===== config.mk =====
export PLATFORM = sky130hd
export DESIGN_NAME = prl_tx_scheduler
export DESIGN_NICKNAME = d
export VERILOG_FILES = /design/src/rtl/prl_tx_scheduler.sv
export SDC_FILE = /design/constraint.sdc
export NUM_CORES = 1
export LEC_CHECK = 0
export ABC_AREA = 1
export CAP_MARGIN = 15
export CORE_AREA = 3 3 76 78
export DETAILED_ROUTE_END_ITERATION = 8
export DIE_AREA = 0 0 79 81
export HOLD_SLACK_MARGIN = 0.08
export PLACE_DENSITY = 0.65
export SKIP_CTS_REPAIR_TIMING = 1
export SLEW_MARGIN = 20
export SYNTH_ARGS = -nofsm -noshare
export SYNTH_HDL_FRONTEND = slang
export SYNTH_SLANG_ARGS = --single-unit

===== constraint.sdc =====
create_clock -name CLK -period 2.9 [get_ports CLK]
set_input_delay 0.58 -clock CLK [delete_from_list [all_inputs] [get_ports CLK]]
set_output_delay 0.58 -clock CLK [all_outputs]
set_load 0.1 [all_outputs]

===== src/rtl/prl_tx_scheduler.sv =====
// ---------------------------------------------------------------------------
// prl_tx_scheduler
// USB-PD protocol-layer transmit scheduler. Arbitrates the single PHY
// transmit port between GoodCRC replies requested by the Rx FSM (always
// first) and policy-engine messages. PE messages get the MessageID
// inserted, then wait for the partner's GoodCRC under CRCReceiveTimer, with
// up to N_RETRY retransmissions before reporting failure.
//
// Ports
//   CLK, reset        clock; synchronous active-high reset
//   soft_reset        protocol soft reset (same effect as reset)
//   gcrc_req/gcrc_id  Rx FSM GoodCRC request (level) and id to echo
//   gcrc_ack          pulse: GoodCRC fully sent
//   pe_req/pe_hdr     PE submit pulse and header ([11:9] replaced)
//   pe_busy           PE message pending or in flight
//   phy_tx_valid/hdr  transmit request to PHY, held until phy_tx_done
//   phy_tx_done       PHY finished transmitting
//   phy_busy          line busy, no new transmission may start
//   rx_gcrc_valid/id  GoodCRC received from the partner
//   tx_success/fail   PE message outcome pulses
//   msg_id            current MessageIDCounter
//
// state    | meaning
// ---------+------------------------------------------------------------
// IDLE     | nothing on the PHY; arbitrate GoodCRC over pending PE message
// GCRC_TX  | GoodCRC reply on the PHY, waiting for phy_tx_done
// MSG_TX   | PE message on the PHY, waiting for phy_tx_done
// WAIT_CRC | CRCReceiveTimer running, waiting for partner's GoodCRC
// ---------------------------------------------------------------------------
module prl_tx_scheduler #(
  parameter int unsigned TIMEOUT_CYCLES = 10,
  parameter int unsigned N_RETRY        = 2,
  parameter logic [3:0]  ROLE_BITS      = 4'b0010
) (
  input  logic        CLK,
  input  logic        reset,
  input  logic        soft_reset,
  input  logic        gcrc_req,
  input  logic [2:0]  gcrc_id,
  output logic        gcrc_ack,
  input  logic        pe_req,
  input  logic [15:0] pe_hdr,
  output logic        pe_busy,
  output logic        phy_tx_valid,
  output logic [15:0] phy_tx_hdr,
  input  logic        phy_tx_done,
  input  logic        phy_busy,
  input  logic        rx_gcrc_valid,
  input  logic [2:0]  rx_gcrc_id,
  output logic        tx_success,
  output logic        tx_fail,
  output logic [2:0]  msg_id
);

  localparam int TW = $clog2(TIMEOUT_CYCLES + 1);
  localparam int RW = (N_RETRY < 1) ? 1 : $clog2(N_RETRY + 1);
  localparam logic [TW-1:0] TIMER_LOAD = TW'(TIMEOUT_CYCLES);
  localparam logic [RW-1:0] RETRY_MAX  = RW'(N_RETRY);

  typedef enum logic [1:0] {
    IDLE     = 2'd0,
    GCRC_TX  = 2'd1,
    MSG_TX   = 2'd2,
    WAIT_CRC = 2'd3
  } state_t;

  state_t        state, state_nxt;
  logic          pending, pending_nxt;
  logic [15:0]   hdr_q, hdr_q_nxt;
  logic [RW-1:0] retry_cnt, retry_nxt;
  logic [TW-1:0] timer, timer_nxt;
  logic [2:0]    msg_id_nxt;
  logic          phy_tx_valid_nxt;
  logic [15:0]   phy_tx_hdr_nxt;
  logic          gcrc_ack_nxt;
  logic          tx_success_nxt;
  logic          tx_fail_nxt;
  logic [15:0]   gcrc_hdr;
  logic [15:0]   msg_hdr;
  logic          id_match;

  assign pe_busy  = pending;
  assign gcrc_hdr = {1'b0, 3'b000, gcrc_id, ROLE_BITS, 5'b00001};
  // MessageID lives in header bits [11:9]; whatever the PE put there is discarded.
  assign msg_hdr  = (hdr_q & 16'hF1FF) | {4'b0000, msg_id, 9'b0};
  assign id_match = rx_gcrc_valid && (rx_gcrc_id == msg_id);

  always_ff @(posedge CLK) begin
    if (reset || soft_reset) begin
      state        <= IDLE;
      pending      <= 1'b0;
      hdr_q        <= 16'h0000;
      retry_cnt    <= '0;
      timer        <= '0;
      msg_id       <= 3'd0;
      phy_tx_valid <= 1'b0;
      phy_tx_hdr   <= 16'h0000;
      gcrc_ack     <= 1'b0;
      tx_success   <= 1'b0;
      tx_fail      <= 1'b0;
    end else begin
      state        <= state_nxt;
      pending      <= pending_nxt;
      hdr_q        <= hdr_q_nxt;
      retry_cnt    <= retry_nxt;
      timer        <= timer_nxt;
      msg_id       <= msg_id_nxt;
      phy_tx_valid <= phy_tx_valid_nxt;
      phy_tx_hdr   <= phy_tx_hdr_nxt;
      gcrc_ack     <= gcrc_ack_nxt;
      tx_success   <= tx_success_nxt;
      tx_fail      <= tx_fail_nxt;
    end
  end

  always_comb begin
    state_nxt        = state;
    pending_nxt      = pending;
    hdr_q_nxt        = hdr_q;
    retry_nxt        = retry_cnt;
    timer_nxt        = timer;
    msg_id_nxt       = msg_id;
    phy_tx_valid_nxt = phy_tx_valid;
    phy_tx_hdr_nxt   = phy_tx_hdr;
    gcrc_ack_nxt     = 1'b0;
    tx_success_nxt   = 1'b0;
    tx_fail_nxt      = 1'b0;

    // Accepting a new PE message is independent of the FSM so that a
    // request arriving alongside a GoodCRC dispatch is still captured.
    if (pe_req && !pending) begin
      pending_nxt = 1'b1;
      hdr_q_nxt   = pe_hdr;
      retry_nxt   = '0;
    end

    case (state)
      IDLE: begin
        // gcrc_req is still high in the cycle gcrc_ack is out; the Rx FSM
        // only drops it afterwards, so ignore it then to avoid a duplicate.
        if (gcrc_req && !gcrc_ack && !phy_busy) begin
          state_nxt        = GCRC_TX;
          phy_tx_valid_nxt = 1'b1;
          phy_tx_hdr_nxt   = gcrc_hdr;
        end else if (pending && !phy_busy) begin
          state_nxt        = MSG_TX;
          phy_tx_valid_nxt = 1'b1;
          phy_tx_hdr_nxt   = msg_hdr;
        end
      end

      GCRC_TX: begin
        if (phy_tx_done) begin
          state_nxt        = IDLE;
          phy_tx_valid_nxt = 1'b0;
          phy_tx_hdr_nxt   = 16'h0000;
          gcrc_ack_nxt     = 1'b1;
        end
      end

      MSG_TX: begin
        if (phy_tx_done) begin
          state_nxt        = WAIT_CRC;
          phy_tx_valid_nxt = 1'b0;
          phy_tx_hdr_nxt   = 16'h0000;
          timer_nxt        = TIMER_LOAD;
        end
      end

      WAIT_CRC: begin
        if (timer != '0) begin
          timer_nxt = timer - TW'(1);
        end
        // A matching GoodCRC wins over an expiry in the same cycle.
        if (id_match) begin
          state_nxt      = IDLE;
          tx_success_nxt = 1'b1;
          msg_id_nxt     = msg_id + 3'd1;
          pending_nxt    = 1'b0;
          timer_nxt      = '0;
        end else if (timer == '0) begin
          state_nxt = IDLE;
          if (retry_cnt < RETRY_MAX) begin
            retry_nxt = retry_cnt + RW'(1);
          end else begin
            tx_fail_nxt = 1'b1;
            msg_id_nxt  = msg_id + 3'd1;
            pending_nxt = 1'b0;
          end
        end
      end

      default: state_nxt = IDLE;
    endcase
  end

endmodule


* After elaboration in Yosys (flattened, before gate mapping) *
Cells that the tools add are included.

storage, ports and cells
  bits in registers = 48
  input bits = 30
  output and inout port bits = 24
  logic and storage cells = 88

operators by class
  $add $sub $neg = 3
  magnitude comparators = 1
  equality and inequality tests = 11
  multiplexer cells = 35
  bitwise logic cells = 4
  reductions and logical operators = 23

operators with widths
  kind                                               number
  2-to-1 mux 16 bit                                  3
  case mux 16 bit (2 select lines)                   1
  2-to-1 mux 2 bit                                   11
  OR 16 x 12 -> 16 bit                               1
  2-to-1 mux 4 bit                                   3
  2-to-1 mux 1 bit                                   11
  2-to-1 mux 3 bit                                   3
  inequality test 3 bit (second input constant)      3
  AND reduction 3 bit                                3
  case mux 2 bit (4 select lines)                    1
  case mux 4 bit (2 select lines)                    1
  inequality test 2 bit (second input constant)      3
  nonzero test 2 bit                                 3
  OR reduction 2 bit                                 3
  logical AND 1 bit                                  5
  equality test 2 bit (second input constant)        2
  zero test 4 bit                                    1
  AND reduction 4 bit                                1
  nonzero test 4 bit                                 1
  OR reduction 4 bit                                 1
  subtractor 4 x 1 -> 4 bit (second input constant)  1
  adder 3 x 1 -> 3 bit (second input constant)       1
  equality test 3 bit                                1
  zero test 1 bit                                    3
  other kinds (8)                                    10

* Depth between registers and ports, before layout *
Gate-level depths: netlist (run 1).

  word-level depth = 7
  mapped depth = 12
  mapped depth without buffers = 11

* Worst setup path after synthesis (run 1) *
Ideal clock, no wire load.

  path type = flip-flop to flip-flop
  start point = register msg_id[1]
  end point = register msg_id[0]
  library setup time = 0.117 ns
  data arrival time = 1.920 ns
  data required time = 2.783 ns
  path slack = 0.863 ns
  stages on the path, launching flop included = 13
  buffers on the path = 1
  clock period less this slack = 2.037 ns
  cells stage by stage = dfxtp_1 inv_1 nand2_1 nand2_1 nor2_1 nand2_1 buf_2 nand2_1 nand2_1 inv_2 nand2_1 nand2_1 nor2_1

on the way
  longest elaborated chain between the ends = 4
  elaborated cells on any way between the ends = 6
  those cells by class = 2 x eq/ne; 1 x mux; 3 x reduce/logical

RTL lines
  element                                                                       line  text
  start: declaration                                                            52    output logic [2:0] msg_id
  start signal: assignment                                                      107   msg_id <= msg_id_nxt;
  equality test 3 bit (*)                                                       86    assign id_match = rx_gcrc_valid && (rx_gcrc_id == msg_id);
  logical AND 1 bit (*)                                                         86
  inequality test 2 bit (no source line) or nonzero test 2 bit (tied branches)  -
  AND reduction 3 bit (no source line)                                          -

Every way passes the cells marked *; elsewhere a longest branch is shown, timed or not.
A chain may end at the register's enable or synchronous reset.

* Worst setup path after layout (run 1) *
  start point = input port rx_gcrc_id[0]
  end point = register timer[1]

on the way
  longest elaborated chain between the ends = 4
  elaborated cells on any way between the ends = 6
  those cells by class = 2 x eq/ne; 2 x mux; 2 x reduce/logical

RTL lines
  element                                                                                  line  text
  start: declaration                                                                       49    input logic [2:0] rx_gcrc_id,
  equality test 3 bit (*)                                                                  86
  logical AND 1 bit (*)                                                                    86
  inequality test 3 bit (no source line) or 2-to-1 mux 4 bit (tied branches)               -
  AND reduction 3 bit (no source line) or case mux 4 bit (2 select lines) (tied branches)  -
  end signal: assignment                                                                   106   timer <= timer_nxt;
  end: declaration                                                                         71    logic [TW-1:0] timer, timer_nxt;

Marked as above.

==> impl_metrics.csv, run 1 <==
group,metric,value,unit
run_status,run_status,"finished clean",
clock_tree,cts_num_sinks,45,
clock_tree,clkLatencyLatePin,0.30,ns
routing,routed_via_density,4.70,
die,dieHeight,81,um
grt,largest_net_degree_at_the_start_of_global_routing,25,
die,num_rows,26,
critical_path,cells_on_worst_reg2reg_path,6,
sta,max_freq,0.511,GHz
sta,final-hold-violation-count,0,
logic_synthesis,synth_top_cell_area_share,0.439,
logic_synthesis,yosysSeqAreaShare,0.439,
logic_synthesis,ys_top_cells_by_area,"sky130_fd_sc_hd__dfxtp_1 (44%), sky130_fd_sc_hd__nand2_1 (12%), sky130_fd_sc_hd__nor2_1 (8.6%), sky130_fd_sc_hd__a21oi_1 (5.9%), sky130_fd_sc_hd__nand3_1 (5.6%)",
clock_tree,tritoncts,"done",
critical_path,cp.arrival,2.16,ns
cells_and_area,layout-area-overhead-vs-synth,28.3,%
grt,wire_length_of_the_first_global_routing_pass,8050,um
sta,final.min_clock_period,1.96,ns
critical_path,worstSetupStartpointType,"primary input",
sta,final-max-slew-violation-count,0,
sta,final-setup-viol-count,0,
routing,drtPass1Iterations,4,
run,max_cap_viol_count,0,
logic_synthesis,netlist.top_cell.by_area,"sky130_fd_sc_hd__dfxtp_1",
routing,postRouteAntennaNets,0,
clock_tree,cts.root.buffer_cell,"sky130_fd_sc_hd__clkbuf_8",
clock_tree,cts.htree.levels,2,
logic_synthesis,netlist_area,2050,um2
routing,detailroute.via_count,1912,
die,io_pins,54,
grt,grt_remaining_overflow,0,
routing,wl_per_cell,11.8,um
grt,antenna_found_initial,0,
sta,grt_setup_unrepaired,"false",
grt,grt_pass1_vias,1749,
cells_and_area,antenna-diode-count,0,
critical_path,critical_path_required,3.10,ns
sta,worstMarginPinSlew,0.816,ns
power,fin_total_pwr,1.23,mW
die,core-area,5140,um2
logic_synthesis,synthesis.area_per_instance,7.13,um2
power,worst_ir_drop_vdd,367,uV
routing,dr.first_iter.drc_count,53,
logic_synthesis,syn-num-nets,326,
grt,grt_util_all_layers,0.160,
routing,detail_route.wirelength,4820,um
placement,dp.final_hpwl,3400,um
cells_and_area,final_layout_size_suffix_gt1_frac,0.134,
placement,place.port_buffers,50,
clock_tree,clkSlewWorstSetupHoldPaths,0.09,ns
placement,gp_congestion,0.786,
sta,tightest_slew_margin_relative_to_the_limit,0.455,
logic_synthesis,synth.ff_latch_count,45,
power,p_per_area,467,nW/um2
sta,post-route-period-util,0.674,
logic_synthesis,synthDistinctLibCells,23,
die,floorplan.initialDensity,0.399,
sta,finalClockSkew,0.00704,ns
routing,route.detailed.drc,0,
die,dieArea,6400,um2
clock_tree,clockBufferDepth,2,
cells_and_area,layout.nets,374,
logic_synthesis,post_synth_inst_count,288,
critical_path,critical_path.max_fanout,11,
sta,timing.setup.tns,0,ns
die,floorplan.die.width,79,um
hold_path,worst_hold_path.num_cells,2,
clock_tree,tritoncts.num_buffers,5,
logic_synthesis,synth.yosys.warnings,0,
hold_path,holdCritPathClass,"reg2reg",
critical_path,worstSetupPathType,"in2reg",
power,leakagePower,1.09,nW
critical_path,worst_setup_path_end_kind,"flip-flop",
## worst paths after layout
kind	startpoint	to	slack, ns
hold / removal	phy_tx_hdr[7]	phy_tx_hdr[7]	0.47
setup / recovery	rx_gcrc_id[0]	timer[1]	0.94
setup reg to reg	state[0]	phy_tx_hdr[6]	1.15
hold reg to reg	phy_tx_hdr[7]	phy_tx_hdr[7]	0.47
## through the flow
step                      hold slack (ns)  instances  cell area, um2  setup slack (ns)   util
after detailed placement            0.456        399            2540             0.631  0.495
after global routing                0.481        407            2640             0.779  0.513
final                               0.468        407            2640             0.945  0.513
after global placement              0.453        399            2540             0.646  0.495
after CTS                           0.469        407            2640             0.952  0.513
after floorplan                     0.455        288            2050             0.863      -
## cell families (layout without fill, tap and decap cells)
kind of cell | after synthesis | in the layout | synth area share
xor+xnor | 1 | 1 | 0.00427
fa+ha+maj | 8 | 8 | 0.0488
simple gates | 147 | 147 | 0.312
buf+inv | 38 | 87 | 0.0743
compound gates | 49 | 49 | 0.122
flops | 45 | 45 | 0.439
## final cells by class
type	instances	area [um2]
clock buffer	5	68.8
timing repair buffer	52	455
fill	551	2500
multi-input combinational	205	1000
sequential	45	901
clock inverter	3	21.3
tap	70	87.6
inverter	27	101
## report_power, final
group	leakage, nW	total [mW]	switching (mW)	internal (mW)
sequential	0.365	0.641	0.00913	0.632
combinational	0.684	0.194	0.123	0.0711
clock	0.0445	0.396	0.225	0.171
## placed cells by master, fill, tap and decap left out, types with 2 or more instances in the layout
cell type                         count
sky130_fd_sc_hd__nand2_4              2
sky130_fd_sc_hd__o21ai_0             19
sky130_fd_sc_hd__o21ai_1              4
sky130_fd_sc_hd__buf_4               26
sky130_fd_sc_hd__nor3_1               2
sky130_fd_sc_hd__nand3_1             23
sky130_fd_sc_hd__inv_1               21
sky130_fd_sc_hd__dfxtp_1             45
sky130_fd_sc_hd__clkbuf_8             5
sky130_fd_sc_hd__inv_2                6
sky130_fd_sc_hd__nand2_1             67
sky130_fd_sc_hd__clkdlybuf4s50_1     26
sky130_fd_sc_hd__nand4_1              2
sky130_fd_sc_hd__a21oi_1             24
sky130_fd_sc_hd__ha_1                 8
sky130_fd_sc_hd__nor2_1              47
## sequential cells by signal (all words and copies together), names as in the netlist, 2 cells and up
register	count
phy_tx_hdr	16
hdr_q	13
retry_cnt	2
state	2
msg_id	3
timer	4
## cell usage after synthesis
| cell type | instances |
|---|---|
| sky130_fd_sc_hd__clkbuf_1 | 8 |
| sky130_fd_sc_hd__nand2_4 | 2 |
| sky130_fd_sc_hd__or2_0 | 1 |
| sky130_fd_sc_hd__o31ai_1 | 1 |
| sky130_fd_sc_hd__inv_2 | 6 |
| sky130_fd_sc_hd__nand4_1 | 2 |
| sky130_fd_sc_hd__nand3_1 | 23 |
| sky130_fd_sc_hd__nor3_4 | 1 |
| sky130_fd_sc_hd__a21oi_1 | 24 |
| sky130_fd_sc_hd__nor2_1 | 47 |
| sky130_fd_sc_hd__dfxtp_1 | 45 |
| sky130_fd_sc_hd__nand2_1 | 67 |
| sky130_fd_sc_hd__ha_1 | 8 |
| sky130_fd_sc_hd__nand3_2 | 1 |
| sky130_fd_sc_hd__buf_6 | 1 |
| sky130_fd_sc_hd__o21ai_1 | 4 |
| sky130_fd_sc_hd__o21a_1 | 1 |
| sky130_fd_sc_hd__buf_2 | 2 |
| sky130_fd_sc_hd__nor2_8 | 1 |
| sky130_fd_sc_hd__nor3_1 | 2 |
| sky130_fd_sc_hd__xor2_1 | 1 |
| sky130_fd_sc_hd__o21ai_0 | 19 |
| sky130_fd_sc_hd__inv_1 | 21 |
## metal layers
layer | GRT usage | up-vias | wire, um
met1 | 0.208 | 857 | 2440
li1 | - | 1009 | -
met4 | 0.0567 | 0 | 65
met2 | 0.254 | 41 | 2040
met5 | 0 | - | 0
met3 | 0.0443 | 5 | 270
## worst max-delay path, stage by stage
cell	delay, ns
sky130_fd_sc_hd__clkdlybuf4s50_1	0.45
sky130_fd_sc_hd__inv_1	0.05
sky130_fd_sc_hd__nor2_1	0.08
sky130_fd_sc_hd__nor2_1	0.05
sky130_fd_sc_hd__nand2_1	0.30
sky130_fd_sc_hd__nand3_1	0.29
sky130_fd_sc_hd__nand2_1	0.20
sky130_fd_sc_hd__nand2_1	0.07
sky130_fd_sc_hd__nand2_1	0.05
sky130_fd_sc_hd__nor2_1	0.04
(Power assumes the default switching activity.)
==> inputs of run 2 (changes only) <==
Settings changed: PLACE_DENSITY 0.65 to 0.68.
Clock period 2.9 ns to 1.6 ns, I/O delays scaled along.
==> run 2 against run 1 <==
Compared with the run above:
- highest routed layer unchanged
- cell count grew 3.2%
- global-route usage grew 0.69 points
- count of clock-buffer cells in the layout is the same
- sequential power grew 81%
- routed wire length grew 8.5%
- largest power group unchanged
- combinational power grew 120%
==> impl_metrics.csv, run 2 (synthesis gave the netlist of run 1 again) <==
group,metric,value,unit
run_status,run_status,"finished clean",
grt,gr_busiest_metal,"met2",
clock_tree,tritoncts,"done",
sta,finalClockSkew,0.0106,ns
cells_and_area,largest_registers,"phy_tx_hdr: 16 flops, hdr_q: 13 flops, timer: 4 flops",
placement,place.port_buffers,50,
critical_path,crit_buf_inv,3,
clock_tree,clockBufferDepth,2,
grt,antenna_found_initial,0,
cells_and_area,most-common-layout-cells,"sky130_fd_sc_hd__nand2_1 (66), sky130_fd_sc_hd__nor2_1 (46), sky130_fd_sc_hd__dfxtp_1 (38)",
cells_and_area,max_flop_register,"phy_tx_hdr",
sta,fin_ws,0.0847,ns
sta,final-max-slew-violation-count,0,
routing,dr.first_iter.drc_count,112,
critical_path,crit_family,"simple AND/OR/NAND/NOR gates",
sta,tightest_slew_margin_relative_to_the_limit,0.709,
grt,global_route.usage.met2,0.279,
clock_tree,clkLatencyLatePin,0.31,ns
clock_tree,cts.root.buffer_cell,"sky130_fd_sc_hd__clkbuf_8",
die,dieHeight,81,um
critical_path,cp_num_cells,9,
clock_tree,clkSlewWorstSetupHoldPaths,0.09,ns
routing,drtPass1Iterations,4,
critical_path,worstSetupPathType,"in2reg",
cells_and_area,antenna-diode-count,0,
sta,worstMarginPinSlew,0.436,ns
cells_and_area,flip_flop_count_of_the_largest_register_after_layout,16,
power,p_per_area,743,nW/um2
sta,grt_setup_unrepaired,"false",
power,internal-power,1.64,mW
die,io_pins,54,
grt,grtUsageMet1,0.212,
critical_path,crit_path_top_delay_cell,"sky130_fd_sc_hd__clkdlybuf4s50_1",
routing,detail_route.wirelength,5230,um
cells_and_area,layout-area-overhead-vs-synth,50.8,%
routing,routed_via_density,4.72,
cells_and_area,layout.nets,387,
grt,grt_remaining_overflow,0,
power,fin_total_pwr,2.30,mW
sta,final.min_clock_period,1.52,ns
critical_path,worstSetupStartpointType,"primary input",
power,worst_ir_drop_vdd,468,uV
grt,wire_length_of_the_first_global_routing_pass,8420,um
cells_and_area,final_design_utilization,0.602,
cells_and_area,final_layout_size_suffix_gt1_frac,0.209,
placement,gp_congestion,0.718,
clock_tree,cts.htree.levels,2,
critical_path,critical_path.max_fanout,8,
critical_path,critical_path_required,1.84,ns
critical_path,worst_setup_path_end_kind,"flip-flop",
sta,max_freq,0.660,GHz
routing,detailroute.via_count,1981,
routing,postRouteAntennaNets,0,
die,floorplan.die.width,79,um
grt,globalRouteMet3Util,0.0399,
critical_path,timing.critical_path.slowest_cell_delay,0.45,ns
cells_and_area,filler_cell_count,499,
cells_and_area,final_common_cell,"sky130_fd_sc_hd__nand2_1",
sta,timing.setup.tns,0,ns
grt,grt_pass1_vias,1845,
routing,route.detailed.drc,0,
die,num_rows,26,
power,pwr-share-comb,0.183,
clock_tree,cts_num_sinks,45,
hold_path,worst_hold_path.num_cells,2,
run,max_cap_viol_count,0,
hold_path,holdCritPathClass,"reg2reg",
critical_path,critical_path.cell_chain,"clkdlybuf4s50_1 -> inv_1 -> nor3_4 -> inv_2 -> nand2_4 -> nand2_4 -> nor2_4 -> nand3_1 -> a21oi_1",
sta,final-setup-viol-count,0,
die,dieArea,6400,um2
sta,post-route-period-util,0.947,
die,floorplan.initialDensity,0.399,
power,leakagePower,1.23,nW
grt,grt_util_all_layers,0.167,
placement,dpl_worst_slack,-0.216,ns
sta,final-hold-violation-count,0,
grt,largest_net_degree_at_the_start_of_global_routing,22,
power,power.switching,0.665,mW
power,power.share.clock,0.310,
power,power.share.sequential,0.506,
critical_path,cp.arrival,1.75,ns
critical_path,cpMostUsedCell,"sky130_fd_sc_hd__nand2_4",
routing,wl_per_cell,12.4,um
clock_tree,tritoncts.num_buffers,5,
critical_path,cells_on_worst_reg2reg_path,7,
die,core-area,5140,um2
power,power.share.switching,0.289,
placement,dp.final_hpwl,3750,um
==> run 2: through the flow <==
stage,area [um2],hold WS [ns],instances
global route,3100,0.497,420
detailed placement,2960,0.470,411
CTS,3050,0.483,419
global placement,2960,0.462,411
floorplan,2060,0.439,288
finish,3100,0.482,420
==> run 2: path summary, 6_finish.rpt <==
kind / slack [ns] / startpoint / endpoint
setup reg to reg: 0.13 / state[0] / state[0]
setup / recovery: 0.08 / gcrc_req / phy_tx_hdr[12]
hold reg to reg: 0.48 / hdr_q[13] / phy_tx_hdr[13]
hold / removal: 0.48 / hdr_q[13] / phy_tx_hdr[13]
==> run 2: layout make-up <==
class	instances	area (um2)	area share
Clock buffer	5	68.8	0.0222
Clock inverter	3	21.3	0.00687
Inverter	27	101	0.0327
Multi-Input combinational cell	206	1040	0.337
Sequential cell	45	915	0.295
Tap cell	70	87.6	0.0283
Timing Repair Buffer	64	858	0.277
==> run 2: worst min-delay path, delay by kind of cell (launching register included) <==
| kind | cells | cell delay, ns |
|---|---|---|
| simple gates | 1 | 0.07 |
| flops | 1 | 0.32 |
| compound gates | 1 | 0.05 |
==> run 2: layer usage <==
layer | part of all wire | wire length (um) | vias to the layer above
met2 | 0.47 | 2450 | 46
met3 | 0.046 | 240 | 5
met4 | 0.014 | 71 | 0
met5 | 0 | 0 | -
met1 | 0.47 | 2470 | 888
li1 | - | - | 1042
==> run 2: power groups by stage <==
stage	clock network, mW	logic, mW	registers, mW
finish	0.714	0.422	1.16
global route	0.779	0.459	1.17
CTS	0.730	0.402	1.16
detailed placement	0	0.400	1.19
global placement	0	0.395	1.19
floorplan	0	0.183	1.24
